## src/rtl/seq_det_pkg.sv

```systemverilog
// Shared types and constants for the programmable serial pattern detector.
package seq_det_pkg;

  typedef enum logic [1:0] {
    IDLE = 2'd0,
    RUN  = 2'd1,
    ERR  = 2'd2
  } state_e;

  localparam int unsigned SEQDET_MIN_LEN = 2;

  // Width needed to hold a length value in the range 0..pat_w.
  function automatic int unsigned calc_len_w(input int unsigned pat_w);
    return $clog2(pat_w + 1);
  endfunction

endpackage

```

## src/rtl/seq_det_sat_cnt.sv

```systemverilog
// Saturating up-counter; a clear beats an increment in the same cycle.
module seq_det_sat_cnt #(
  parameter int unsigned CNT_W = 8
) (
  input  logic             clk,
  input  logic             rst,
  input  logic             i_inc,
  input  logic             i_clr,
  output logic [CNT_W-1:0] o_cnt
);

  logic [CNT_W-1:0] r_cnt;

  always_ff @(posedge clk or posedge rst) begin
    if (rst) begin
      r_cnt <= '0;
    end else if (i_clr) begin
      r_cnt <= '0;
    end else if (i_inc && (r_cnt != {CNT_W{1'b1}})) begin
      r_cnt <= r_cnt + CNT_W'(1);
    end
  end

  assign o_cnt = r_cnt;

endmodule

```

## src/rtl/seq_det_prog.sv

```systemverilog
// Runtime-programmable serial bit-pattern detector with saturating match count.
// Define SEQDET_MATCH_REG_EN to register the match output (one cycle later).
module seq_det_prog
  import seq_det_pkg::*;
#(
  parameter  int unsigned PAT_W = 8,
  parameter  int unsigned CNT_W = 8,
  localparam int unsigned LEN_W = calc_len_w(PAT_W)
) (
  input  logic             clk,
  input  logic             rst,
  input  logic             cfg_valid,
  output logic             cfg_ready,
  input  logic [PAT_W-1:0] cfg_pat,
  input  logic [LEN_W-1:0] cfg_len,
  input  logic             cfg_overlap,
  input  logic             din_valid,
  input  logic             din,
  output logic             match,
  output logic [CNT_W-1:0] match_cnt,
  input  logic             cnt_clr,
  output logic             cfg_err
);

  localparam logic [LEN_W-1:0] FILL_MAX = LEN_W'(PAT_W - 1);

  state_e           r_state;
  logic [PAT_W-1:0] r_pat;
  logic [LEN_W-1:0] r_len;
  logic             r_overlap;
  logic [PAT_W-2:0] r_hist;
  logic [LEN_W-1:0] r_fill;
  logic             r_cfg_err;

  logic             w_cfg_acc;
  logic             w_len_ok;
  logic [PAT_W-1:0] w_window;
  logic [PAT_W-1:0] w_mask;
  logic             w_fill_ok;
  logic             w_eq;
  logic             w_match;

  assign cfg_ready = 1'b1;
  assign w_cfg_acc = cfg_valid && cfg_ready;
  assign w_len_ok  = (cfg_len >= LEN_W'(SEQDET_MIN_LEN)) && (cfg_len <= LEN_W'(PAT_W));

  // Newest bit sits at bit 0; only the low r_len bits take part in the compare.
  assign w_window  = {r_hist, din};
  assign w_mask    = ~({PAT_W{1'b1}} << r_len);
  assign w_fill_ok = ({1'b0, r_fill} + (LEN_W + 1)'(1)) >= {1'b0, r_len};
  assign w_eq      = ((w_window ^ r_pat) & w_mask) == '0;
  assign w_match   = (r_state == RUN) && din_valid && !w_cfg_acc && w_fill_ok && w_eq;

  always_ff @(posedge clk or posedge rst) begin
    if (rst) begin
      r_state   <= IDLE;
      r_pat     <= '0;
      r_len     <= '0;
      r_overlap <= 1'b0;
      r_hist    <= '0;
      r_fill    <= '0;
      r_cfg_err <= 1'b0;
    end else if (w_cfg_acc) begin
      r_pat     <= cfg_pat;
      r_len     <= cfg_len;
      r_overlap <= cfg_overlap;
      r_hist    <= '0;
      r_fill    <= '0;
      r_state   <= w_len_ok ? RUN : ERR;
      r_cfg_err <= !w_len_ok;
    end else if ((r_state == RUN) && din_valid) begin
      r_hist <= w_window[PAT_W-2:0];
      // Non-overlapping mode discards the bits that formed the match.
      if (w_match && !r_overlap) begin
        r_fill <= '0;
      end else if (r_fill != FILL_MAX) begin
        r_fill <= r_fill + LEN_W'(1);
      end
    end
  end

`ifdef SEQDET_MATCH_REG_EN
  logic r_match;

  always_ff @(posedge clk or posedge rst) begin
    if (rst) begin
      r_match <= 1'b0;
    end else begin
      r_match <= w_match;
    end
  end

  assign match = r_match;
`else
  assign match = w_match;
`endif

  assign cfg_err = r_cfg_err;

  seq_det_sat_cnt #(
    .CNT_W (CNT_W)
  ) u_cnt (
    .clk   (clk),
    .rst   (rst),
    .i_inc (w_match),
    .i_clr (cnt_clr),
    .o_cnt (match_cnt)
  );

endmodule

```

## config.mk

```make
export PLATFORM = sky130hd
export DESIGN_NAME = seq_det_prog
export DESIGN_NICKNAME = d
export VERILOG_FILES = /design/src/rtl/seq_det_pkg.sv /design/src/rtl/seq_det_sat_cnt.sv /design/src/rtl/seq_det_prog.sv
export SDC_FILE = /design/constraint.sdc
export NUM_CORES = 1
export LEC_CHECK = 0
export ABC_AREA = 0
export CORE_MARGIN = 5
export CORE_UTILIZATION = 53
export CTS_BUF_LIST = sky130_fd_sc_hd__clkbuf_2 sky130_fd_sc_hd__clkbuf_4 sky130_fd_sc_hd__clkbuf_8
export DETAILED_ROUTE_END_ITERATION = 7
export MAX_ROUTING_LAYER = met4
export PLACE_DENSITY = 0.8
export SLEW_MARGIN = 25
export SYNTH_ARGS = -nofsm -noshare
export SYNTH_HDL_FRONTEND = slang
export SYNTH_SLANG_ARGS = --single-unit
```

## constraint.sdc

```tcl
create_clock -name clk -period 2.8 [get_ports clk]
set_input_delay 0.42 -clock clk [delete_from_list [all_inputs] [get_ports clk]]
set_output_delay 0.42 -clock clk [all_outputs]
set_load 0.1 [all_outputs]
```

### After elaboration in Yosys (flattened, before gate mapping)

Cells that the tools add are included.
Widths: inputs -> output; s select.

* add/sub/neg operators: 3
* multiply operators: 0
* divide/modulo/power cells: 0
* order comparisons: 3
* eq/ne operators: 3
* shifts and indexed selects: 1
* muxes and demuxes: 9
* bitwise operators: 3
* reduce and logical (&&, ||, !) cells: 15

Operators with widths (count)
* $mux 4: 4
* $mux 8: 2
* $mux 7: 2
* $add 8x1->8 const B: 1
* $and 8x8->8: 1
* $logic_not 8->1: 1
* $ne 8x8->1 const B: 1
* $not 8->8: 1
* $shl 8x4->8 const A: 1
* $xor 8x8->8: 1
* $logic_and 1x1->1: 7
* $add 4x1->5 const B: 1
* $ge 5x4->1: 1
* $add 4x1->4 const B: 1
* $ge 4x2->1 const B: 1
* $le 4x4->1 const B: 1
* $ne 4x3->1 const B: 1
* $reduce_bool 2->1: 2
* $logic_not 1->1: 3
* $reduce_bool 3->1: 1
* $eq 2x1->1 const B: 1
* $mux 2: 1
* $reduce_and 2->1: 1

* bits in registers: 35
* latch bits: 0
* memory bits (writable): 0
* ROM bits: 0
* input bits: 19
* output and inout port bits: 11
* word-level logic and storage cells: 45
* memories: 0

### Logic depth before layout (Yosys ltp)

* depth after elaboration: 9
* mapped depth: 9
* gate-level depth less buffers: 8

### Cells and area by module

A second synthesis with hierarchy kept.

* cell total of the unflattened synthesis: 180
* area, all modules: 1881.8 sq um

Modules (own cells, without submodules)
* seq_det_prog: times used 1, cells an instance 131, area each 1377.6 sq um, sequential area each 650.6 sq um
* seq_det_sat_cnt: times used 1, cells an instance 49, area each 504.2 sq um, sequential area each 200.2 sq um

### Worst setup path after synthesis

OpenSTA, ideal clock, no wires.

* path kind: flip-flop to output port
* start: register r_fill[0]
* end: output port match
* data arrival time: 2256 ps
* data required time: 2380 ps
* slack: 124 ps
* stages on the path, launching flop included: 7
* path buffers: 0
* cell sequence: dfrtp_1 ha_1 xor2_1 ha_1 o21ai_0 o21ai_0 and4_1

* word-level cells in the longest chain between the ends: 4

Ends and longest elaborated chain
* start: declaration: RTL line seq_det_prog.sv:32 `logic [LEN_W-1:0] r_fill;`
* start signal: assignment: RTL line seq_det_prog.sv:77 `r_fill <= r_fill + LEN_W'(1);`
* $add 4x1->5: RTL line seq_det_prog.sv:50 `assign w_fill_ok = ({1'b0, r_fill} + (LEN_W + 1)'(1)) >= {1'b0, r_len};`
* $ge 5x4->1: RTL line seq_det_prog.sv:50
* $logic_and 1x1->1 (2 in a row): RTL line seq_det_prog.sv:52 `assign w_match = (r_state == RUN) && din_valid && !w_cfg_acc && w_fill_ok && w_eq;`
* end: declaration: RTL line seq_det_prog.sv:19 `output logic match,`

No other way between the ends.

### Worst setup path in the final report

Ends and elaborated chain as after synthesis.

==> flow_summary.yaml <==
cts:
  cts_made_buffers: 5
  clk_pin_slew_ns: 0.10
  cts_sinks: 34
  hold_buffers: 0
  clock_latency_ns: 0.34
  ctsLongestPathBuffers: 2
  cts_tree: "built"
  cts_setup_buffers: 0
  clock_tree.root_cell: "sky130_fd_sc_hd__clkbuf_4"
  htree_num_levels: 2
floorplan:
  placementRows: 21
  die_width_microns: 68.10
  fp.dieArea_sq_um: 4638
  pin_count: 30
  initial_utilization_pct: 54.04
  placeableCoreArea_sq_um: 3311
  die_height_microns: 68.10
synthesis:
  syn_avg_cell_area_sq_um: 10.59
  post-synth-top-area-fraction_pct: 47.55
  ys_seq_area_share_pct: 47.55
  synth_area_leader_cell: "sky130_fd_sc_hd__dfrtp_1"
  total_standard_cell_area_after_synthesis_sq_um: 1789
  post_synth_main_area_contributors: "sky130_fd_sc_hd__dfrtp_1 (48%), sky130_fd_sc_hd__mux2_2 (6.9%), sky130_fd_sc_hd__xnor2_1 (4.4%)"
  synthFlopType: "sky130_fd_sc_hd__dfrtp_1"
  yosys_warnings: 0
  register_bit_total_from_synthesis: 34
  synth_edf_count: 0
  ys_async_sr_fraction_pct: 100.0
  synthCells: 169
  synth_fp_nets: 194
  post_synthesis_cell_type_count: 43
detailed_routing:
  drt_first_pass_iters: 4
  drt-wirelength-per-cell_microns: 14.66
  num_vias: 1385
  drt_first_iter_violations: 124
  ant_nets: 0
  detail_route.drc_violations: 0
  routed_wl_microns: 3591
  post_drt_via_cell_ratio: 5.653
worst_setup_path:
  critical-path-top-delay-family: "adder cells"
  setup.worst_path.start_class: "flip-flop"
  crit-reg2reg-launch: "r_fill[0]"
  critPathMaxStageDelay_ns: 0.44
  end_point_of_the_critical_path: "match"
  setup.worst_path.start: "r_fill[0]"
  critical_path_depth: 7
  cp.arrival_ns: 2.21
  timing.critical_path.to_type: "output port"
  worst_path_bufs_invs: 1
  timing.critical_path.cells: "ha_2 -> xor2_1 -> ha_1 -> o21ai_0 -> o21ai_1 -> and4_4 -> buf_12"
  critPathMaxFanout: 5
  rr_endpoint: "u_cnt.o_cnt[4]"
  worstPathRequired_ns: 2.38
  ff2ff_path_depth: 8
  setup.worst_path.class: "flip-flop to output port"
  r2r_setup_slack_ns: 0.42
  timing.critical_path.slowest_stage_cell: "sky130_fd_sc_hd__dfrtp_1"
finish:
  drive_gt1_share_pct: 19.60
  stdcell_area_sq_um: 2156
  nNetsFinal: 225
  flow.area_growth_from_synthesis_pct: 20.49
  antenna-diode-count: 0
timing:
  timing_max_transition_violations_final: 0
  timing_worst_slew_pin_value_ns: 0.5210
  report.final.hold_viol_count: 0
  timing.final.setup_violations: 0
  layout_setup_ws_ns: 0.1678
  tns_ns: 0
  post-route-min-period_ns: 2.632
  rsz0062_at_grt: "false"
  max-slew-margin-rel_pct: 64.79
  fmax_ghz: 0.3799
  timing.final.crit_share_pct: 94.01
  worst_skew_ns: 0.01048
placed_design:
  half_perimeter_wire_length_of_the_detailed_placement_result_microns: 2684
  dpl_worst_slack_ns: 0.1543
  dpl-instance-area_sq_um: 2100
  port_buffers: 28
  routabilityCongestion: 0.8479
global_routing:
  grt_first_pass_wirelength_microns: 5961
  global_route.usage.total_pct: 18.25
  antenna_found_initial: 0
  overflow: 0
  grt_start_max_net_pins: 35
  grt_pass1_vias: 1332
power_and_ir_drop:
  powerDensity_nw_per_um2: 478.5
  power.leakage_nw: 0.9400
  fin_total_pwr_mw: 1.032
  vdd_drop_max_mv: 0.2893
job:
  max_cap_viol_count: 0
run_status:
  run_status: "completed"
hold_path:
  worstHoldPathType: "primary input to async pin"
## registers in the layout, indices dropped and copies added (netlist names)
name         flops
r_fill           4
r_hist           7
r_len            4
r_overlap        1
r_pat            8
r_state          2
u_cnt.o_cnt      8
## final cells by class
class | count | area (sq um)
multi-input cells | 121 | 875.8
clock buffers | 6 | 51.30
fillers | 292 | 1155
repair buffers | 32 | 297.8
well taps | 46 | 57.56
flip-flops and latches | 34 | 850.8
inverters | 6 | 22.52
## power breakdown
group,internal (mW),switching [mW]
Combinational,0.0982,0.109
Sequential,0.522,0.0388
Clock,0.113,0.150
Total,0.734,0.298
## synth_stat cells (2+ instances only)
cell type                  instances
sky130_fd_sc_hd__a211oi_1          2
sky130_fd_sc_hd__a21oi_1          10
sky130_fd_sc_hd__a22o_1            8
sky130_fd_sc_hd__a31oi_1           2
sky130_fd_sc_hd__and4_1            3
sky130_fd_sc_hd__buf_1             2
sky130_fd_sc_hd__buf_4             2
sky130_fd_sc_hd__clkbuf_1          3
sky130_fd_sc_hd__dfrtp_1          34
sky130_fd_sc_hd__ha_1              6
sky130_fd_sc_hd__inv_1             6
sky130_fd_sc_hd__mux2_2           11
sky130_fd_sc_hd__nand2_1           7
sky130_fd_sc_hd__nand3_1           6
sky130_fd_sc_hd__nor2_1           14
sky130_fd_sc_hd__nor2b_1           2
sky130_fd_sc_hd__nor3_1            3
sky130_fd_sc_hd__o21ai_0          11
sky130_fd_sc_hd__o22ai_1           2
sky130_fd_sc_hd__or3_1             3
sky130_fd_sc_hd__xnor2_1           9
sky130_fd_sc_hd__xor2_1            2
## kinds of logic (layout without fill, tap and decap cells)
group | count (synthesis) | in the layout | share of synthesized area, %
buffers and inverters | 14 | 44 | 3.776
xor gates and xnor gates | 11 | 11 | 5.385
and+or+nand+nor | 47 | 47 | 15.04
adders and majority gates | 6 | 6 | 4.196
AOI/OAI and AO/OA | 44 | 44 | 16.36
DFF | 34 | 34 | 47.55
other | 1 | 1 | 0.2096
muxes | 12 | 12 | 7.483
## placed cells by master, fill, tap and decap left out, types with 2 or more instances in the layout
| cell | instances |
|---|---|
| sky130_fd_sc_hd__xnor2_1 | 9 |
| sky130_fd_sc_hd__a211oi_1 | 2 |
| sky130_fd_sc_hd__nor2b_1 | 2 |
| sky130_fd_sc_hd__a22o_1 | 8 |
| sky130_fd_sc_hd__o21ai_0 | 10 |
| sky130_fd_sc_hd__nand3_1 | 6 |
| sky130_fd_sc_hd__and4_1 | 2 |
| sky130_fd_sc_hd__ha_1 | 5 |
| sky130_fd_sc_hd__inv_1 | 6 |
| sky130_fd_sc_hd__xor2_1 | 2 |
| sky130_fd_sc_hd__dfrtp_1 | 34 |
| sky130_fd_sc_hd__o22ai_1 | 2 |
| sky130_fd_sc_hd__clkbuf_4 | 5 |
| sky130_fd_sc_hd__nor2_1 | 14 |
| sky130_fd_sc_hd__a31oi_1 | 2 |
| sky130_fd_sc_hd__nor3_1 | 3 |
| sky130_fd_sc_hd__nand2_1 | 7 |
| sky130_fd_sc_hd__or3_1 | 3 |
| sky130_fd_sc_hd__a21oi_1 | 10 |
| sky130_fd_sc_hd__mux2_2 | 11 |
| sky130_fd_sc_hd__clkdlybuf4s50_1 | 18 |
| sky130_fd_sc_hd__buf_4 | 13 |
## layer usage
layer,global-route usage [%],up-vias,wire length [microns]
li1,-,676,-
met1,20.90,677,1581
met2,29.96,28,1814
met3,5.911,4,165
met4,6.452,0,30
met5,-,-,0
## worst min-delay path: stages
cell	delay [ns]
sky130_fd_sc_hd__clkdlybuf4s50_1	0.40
sky130_fd_sc_hd__inv_1	0.05
sky130_fd_sc_hd__buf_4	0.37
## stage by stage
stage	util, %	cells	hold slack, ns
2_1_floorplan	-	169	0.4822
3_3_place_gp	63.42	239	0.5091
3_5_place_dp	63.42	239	0.5110
4_1_cts	64.97	245	0.4741
5_1_grt	65.12	245	0.5245
6_report	65.12	245	0.4674
## worst min-delay path by stage
stage,slack (ns),to,depth (start not counted)
2_1_floorplan,0.48,r_overlap,1
3_3_place_gp,0.51,r_fill[1],1
3_5_place_dp,0.51,r_fill[1],1
4_1_cts,0.47,r_len[3],3
5_1_grt,0.52,u_cnt.o_cnt[7],3
6_report,0.47,r_fill[2],3
## what timing repair did
action | in CTS | in global routing
gates resized for setup | 1 | 2
pin swaps | 0 | 1
setup endpoints to repair | 1 | 1
No activity file was read; power rests on OpenSTA's default activity.
